--- src/rtl/fifo_array_drain.sv ---
// fifo_array_drain: round-robin burst reader for a multi-channel FIFO array feeding a registered valid/ready stream.
// Define FIFO_DRAIN_STATS_EN to add the pop_cnt_o and idle_scan_o statistics outputs.
module fifo_array_drain #(
  parameter int N_CH       = 4,
  parameter int DATA_WIDTH = 32,
  parameter int MAX_BURST  = 4
) (
  input  logic                    clk,
  input  logic                    rst_n,
  input  logic                    en_i,
  output logic [$clog2(N_CH)-1:0] ch_id_o,
  input  logic                    empty_i,
  output logic                    rden_o,
  input  logic [DATA_WIDTH-1:0]   rdata_i,
  output logic                    m_valid_o,
  input  logic                    m_ready_i,
  output logic [DATA_WIDTH-1:0]   m_data_o,
  output logic [$clog2(N_CH)-1:0] m_ch_o
`ifdef FIFO_DRAIN_STATS_EN
  ,
  output logic [31:0]             pop_cnt_o,
  output logic                    idle_scan_o
`endif
);
  localparam int CW = $clog2(N_CH);
  localparam int BW = MAX_BURST > 1 ? $clog2(MAX_BURST) : 1;
  typedef enum logic {SCAN, SERVE} state_t;
  state_t                state_q, state_d;
  logic [CW-1:0]         ptr_q, ptr_d, ptr_nxt;
  logic [BW-1:0]         burst_cnt_q, burst_cnt_d;
  logic                  m_valid_q, m_valid_d;
  logic [DATA_WIDTH-1:0] m_data_q;
  logic [CW-1:0]         m_ch_q;
  logic                  slot_free, pop, last;
  assign ch_id_o   = ptr_q;
  assign rden_o    = pop;
  assign m_valid_o = m_valid_q;
  assign m_data_o  = m_data_q;
  assign m_ch_o    = m_ch_q;
  always_comb begin
    slot_free   = !m_valid_q || m_ready_i;
    pop         = state_q == SERVE && en_i && !empty_i && slot_free;
    last        = burst_cnt_q == BW'(MAX_BURST - 1);
    ptr_nxt     = ptr_q == CW'(N_CH - 1) ? '0 : ptr_q + 1'b1;
    m_valid_d   = pop ? 1'b1 : m_ready_i ? 1'b0 : m_valid_q;
    state_d     = state_q;
    ptr_d       = ptr_q;
    burst_cnt_d = burst_cnt_q;
    if (state_q == SCAN) begin
      if (en_i && !empty_i) begin
        state_d     = SERVE;
        burst_cnt_d = '0;
      end else if (en_i) begin
        ptr_d = ptr_nxt;
      end
    end else if (!en_i) begin
      state_d     = SCAN;
      burst_cnt_d = '0;
    end else if (empty_i) begin
      state_d     = SCAN;
      ptr_d       = ptr_nxt;
      burst_cnt_d = '0;
    end else if (pop) begin
      // the final pop of a visit hands the select to the next channel
      state_d     = last ? SCAN : SERVE;
      ptr_d       = last ? ptr_nxt : ptr_q;
      burst_cnt_d = last ? '0 : burst_cnt_q + 1'b1;
    end
  end
  always_ff @(posedge clk or negedge rst_n) begin
    if (!rst_n) begin
      state_q     <= SCAN;
      ptr_q       <= '0;
      burst_cnt_q <= '0;
      m_valid_q   <= 1'b0;
      m_data_q    <= '0;
      m_ch_q      <= '0;
    end else begin
      state_q     <= state_d;
      ptr_q       <= ptr_d;
      burst_cnt_q <= burst_cnt_d;
      m_valid_q   <= m_valid_d;
      if (pop) begin
        m_data_q <= rdata_i;
        m_ch_q   <= ptr_q;
      end
    end
  end
`ifdef FIFO_DRAIN_STATS_EN
  logic [31:0] pop_cnt_q;
  logic        idle_scan_q;
  assign pop_cnt_o   = pop_cnt_q;
  assign idle_scan_o = idle_scan_q;
  always_ff @(posedge clk or negedge rst_n) begin
    if (!rst_n) begin
      pop_cnt_q   <= '0;
      idle_scan_q <= 1'b0;
    end else begin
      pop_cnt_q   <= pop_cnt_q + 32'(pop);
      idle_scan_q <= state_q == SCAN && en_i && empty_i;
    end
  end
`endif
endmodule

--- config.mk ---
export PLATFORM = sky130hd
export DESIGN_NAME = fifo_array_drain
export DESIGN_NICKNAME = d
export VERILOG_FILES = /design/src/rtl/fifo_array_drain.sv
export SDC_FILE = /design/constraint.sdc
export NUM_CORES = 1
export LEC_CHECK = 0
export CAP_MARGIN = 25
export CELL_PAD_IN_SITES_DETAIL_PLACEMENT = 1
export CELL_PAD_IN_SITES_GLOBAL_PLACEMENT = 1
export CORE_UTILIZATION = 30
export DETAILED_ROUTE_END_ITERATION = 10
export GPL_TIMING_DRIVEN = 0
export PLACE_DENSITY_LB_ADDON = 0.1
export SLEW_MARGIN = 30
export SYNTH_ARGS = -nofsm -noshare
export SYNTH_HDL_FRONTEND = slang
export SYNTH_SLANG_ARGS = --single-unit
--- constraint.sdc ---
create_clock -name clk -period 1.2 [get_ports clk]
set_input_delay 0.24 -clock clk [delete_from_list [all_inputs] [get_ports clk]]
set_output_delay 0.24 -clock clk [all_outputs]
set_load 0.01 [all_outputs]
Yosys cells after proc, flatten, opt, wreduce, memory -nomap -nowiden
Cells that the tools add are included.
Cells by class
  multiplexer cells: 22
  eq/ne operators: 7
  add/subtract/negate cells: 2
  reductions and logical operators: 12
Operators with widths (number)
  $mux 2: 14
  $mux 1: 8
  $reduce_bool 2->1: 3
  $reduce_and 5->1: 1
  $add 2x1->2 const B: 2
  $eq 2x2->1 const B: 2
  $logic_and 1x1->1: 4
  $ne 2x2->1 const B: 2
  $ne 4x4->1 const B: 1
  $ne 3x2->1 const B: 1
  $ne 3x3->1 const B: 1
  $logic_not 1->1: 2
  $reduce_and 2->1: 1
  $logic_or 1x1->1: 1
Storage, ports and cells
  flip-flop bits (word level): 40
  logic and storage cells: 49

Longest topological paths before layout
  depth after elaboration: 7
  depth in mapped cells: 4

Least setup slack after synthesis
Ideal clock, no wire load.
  path kind: flip-flop to flip-flop
  start: register m_valid_q, in the netlist m_valid_o
  end: register m_data_q[16], in the netlist m_data_o[16]
  period minus slack after synthesis: 1397 ps
  data arrival time: 1272 ps
  setup slack: -197 ps
  required time: 1075 ps
  library setup time: 125 ps
  cell stages (with the launch flop): 5
  cells stage by stage: dfrtp_1 -> and2b_4 -> nor2_8 -> buf_12 -> mux2_4
Between the ends
  longest elaborated chain between the ends: 3
Ends and longest elaborated chain
  start, declared: RTL line 31  | logic m_valid_q, m_valid_d;
  start signal, assigned: RTL line 82  | m_valid_q <= m_valid_d;
  $logic_not 1->1: RTL line 41  | slot_free = !m_valid_q || m_ready_i;
  $logic_or 1x1->1: RTL line 41
  $logic_and 1x1->1: RTL line 42  | pop = state_q == SERVE && en_i && !empty_i && slot_free;
  named net rden_o: RTL line 13  | output logic rden_o,
  end signal, assigned: RTL line 84  | m_data_q <= rdata_i;
  end, declared: RTL line 32  | logic [DATA_WIDTH-1:0] m_data_q;
The timed path passes the listed nets, and every way through them passes these cells.
A chain may end at the register's enable or synchronous reset.

Worst setup path after layout
  start: register m_valid_q, in the netlist m_valid_o
  end: output port rden_o
Between the ends
  longest elaborated chain between the ends: 3
Ends and longest elaborated chain (RTL line)
  $logic_not 1->1: 41
  $logic_or 1x1->1: 41
  $logic_and 1x1->1: 42
  end, declared: 13
Every way passes these cells.

==> reports/qor.txt <==
vias in the first global route = 1446
Synth Cell Area = 1770 µm²
Die Height = 78.9 µm
layout cell share with drive strength beyond 1 = 0.395
status = complete, but fails checks
final WL = 4380 µm
WL per Instance = 15.8 µm
failing checks = setup timing
overall global routing resource usage = 0.157
NetSw = 1.21 mW
crit-path cells = and2b_4 -> nor2_8 -> buf_12 -> buf_6
sequential area share after synthesis = 0.565
Worst Min Path Start = m_ready_i
initial antenna violation count = 0
Yosys reg bits = 40
DRC errors left = 0
Initial DRC Count = 25
Clock Power Share = 0.256
Finished Core Util = 0.527
placed cell count = 252
Setup Skew = 0.00288 ns
top cell type's share of synthesized area = 0.565
TritonCTS clock tree = yes
max-cap viol count = 0
Post-Route Setup TNS = -6.12 ns
critical path type = reg2out
Synth cell types = 19
num rows = 27
slowest cell on the critical path = dfrtp_1
R2R depth = 5
Mapped Nets = 144
Post-synth top cells = dfrtp_1 (40), mux2_4 (29), mux2_2 (5), nand2b_1 (5)
FMAX = 0.709 GHz
Synth area leaders = dfrtp_1 (56%), mux2_4 (25%), buf_12 (3.4%)
maximum VDD drop = 0.000595 V
largest net degree at the start of global routing = 28
Sinks on Clock Net = 40
minimum clock period = 1.41 ns
R2R setup slack = -0.21 ns
Starting Density = 0.316
die width = 78.9 µm
clock buffer depth = 2
H-tree Lvls = 2
Slew headroom = 0.754
endpoints failing setup = 36
Initial DRT Pass Iterations = 4
P&R area growth vs syn = 66.7%
required time of the critical path = 0.96 ns
worst hold path class = in2reg
routability cong. = 0.759
CTS buffer count = 5
full die area = 6220 µm²
RSZ-0062 raised after global routing = true
Worst-Skew Late Latency = 0.29 ns
Overflow after GRT = 0
Final Hold Viols = 0
LEAKAGE = 1.35 nW
clock slew at reported path FFs = 0.07 ns
hold path endpoint = m_valid_o$_DFFE_PN0P_
Yosys warnings = 0
first-pass GRT wire length = 7270 µm
critical path launch point type = flop
WHS = 0.380 ns
Setup crit end kind = output port
Main synth FF type = dfrtp_1
P_int = 3.45 mW
Worst Tran Pin Value = 0.369 ns
combinational power share = 0.342
CP Max Fanout = 2
Flop pwr share = 0.402
Tot Pwr = 4.66 mW
Worst Slack Setup Final = -0.211 ns
PortBufs = 74
hold path cells = 3
Syn Area/Cell = 16.9 µm²
Post-Syn Instances = 105
vias per cell = 4.54
Nets = 243
crit path from = m_valid_o$_DFFE_PN0P_
Final Non-Filler Cells = 277
fin crit share = 1.18
Critical Path AT = 1.17 ns
Routed Antenna Nets = 0
worst r2r src = m_valid_o$_DFFE_PN0P_
core area = 5610 µm²
Final Max Slew Viols = 0
Diodes inserted = 0
CP peak stage delay = 0.38 ns
PD cells = 1580 nW/µm²
Fillers = 579
I/O pins = 75
FF-to-FF End = m_data_o[15]$_DFFE_PN0P_
root buf cell = clkbuf_8
via count = 1257
sw frac = 0.259
Synth area leader = dfrtp_1
HPWL Detailed = 2880 µm
EDFF count, synth = 0
most instantiated library cell after synthesis = dfrtp_1
asr flop ratio synth = 1.00
[per-layer routing]
metal / up-vias / global-route usage / share of wire
met5: - / 0 / 0
met4: 0 / 0.0673 / 0.023
met1: 624 / 0.193 / 0.43
li1: 569 / - / -
met2: 54 / 0.259 / 0.49
met3: 10 / 0.0425 / 0.063
[power by group through the flow]
stage	combinational (mW)	sequential, mW	clock, mW
final	1.59	1.87	1.19
after CTS	1.61	1.88	1.24
after global placement	1.53	1.88	0
after floorplan	0.516	2.03	0
after global routing	1.73	1.92	1.30
after detailed placement	1.55	1.91	0
[logic make-up (layout without fill, tap and decap cells)]
| logic type | after synthesis | in the layout | share of synthesized area |
|---|---|---|---|
| adders and majority gates | 2 | 2 | 0.0141 |
| and+or+nand+nor | 16 | 16 | 0.0699 |
| muxes | 36 | 36 | 0.289 |
| buffers and inverters | 3 | 103 | 0.0339 |
| AOI/OAI and AO/OA | 8 | 8 | 0.0289 |
| DFF | 40 | 40 | 0.565 |
[how the worst max path moves through the flow]
| stage | endpoint | slack [ns] | cells past startpoint |
|---|---|---|---|
| 6_report | rden_o | -0.21 | 4 |
| 5_1_grt | rden_o | -0.27 | 4 |
| 4_1_cts | rden_o | -0.25 | 4 |
| 3_5_place_dp | rden_o | -1.02 | 5 |
| 3_3_place_gp | burst_cnt_q[1]$_DFFE_PN0P_ | -1.10 | 1 |
| 2_1_floorplan | m_data_o[16]$_DFFE_PN0P_ | -0.17 | 4 |
[placed cells by master (no fill, tap or decap), drive strengths merged]
master	instances
dfrtp	40
mux2	34
clkdlybuf4s50	32
clkdlybuf4s15	26
buf	23
clkbuf	17
nand2b	5
nand2	3
nor2b	3
dlygate4sd2	3
o21ai	2
o211ai	2
mux2i	2
o22ai	2
nor2	2
ha	2
and2b	1
nand3b	1
o21a	1
a31oi	1
or3b	1
bufinv	1
dlygate4sd3	1
[stage by stage]
stage,cell area (µm²),setup WS (ns)
floorplan,1770,-0.173
finish,2960,-0.211
CTS,2940,-0.250
global route,2960,-0.267
detailed placement,2620,-1.02
global placement,2600,-1.10
[timing repair]
| action | 4_1_cts | 5_1_grt |
|---|---|---|
| pin swaps | 4 | 4 |
| gates cloned | 1 | 1 |
| endpoints found under the hold margin | 13 | 0 |
| hold buffers | 1 | 0 |
| resized for setup | 97 | 20 |
| setup buffers | 14 | 2 |
| setup endpoints to repair | 73 | 54 |
[sequential cells by signal, summed over array words and instances, names as in the netlist]
name and flops:
burst_cnt_q 2, ch_id_o 2, m_ch_o 2, m_data_o 32, m_valid_o 1, state_q 1
[area by class of cell]
type	instances	area (µm²)	share of cell area
Clock inverter	1	30.0	0.0102
Tap cell	72	90.1	0.0305
Timing Repair Buffer	92	926	0.313
Clock buffer	7	96.3	0.0326
Buffer	3	60.1	0.0203
Sequential cell	40	1000	0.339
Multi-Input combinational cell	62	751	0.254
[worst max-delay path, delay by kind of cell, from the launching register on]
kind,cells,cell delay (ns)
and+or+nand+nor,2,0.31
buffers and inverters,2,0.20
DFF,1,0.38
Power figures use the tool's default switching activity.
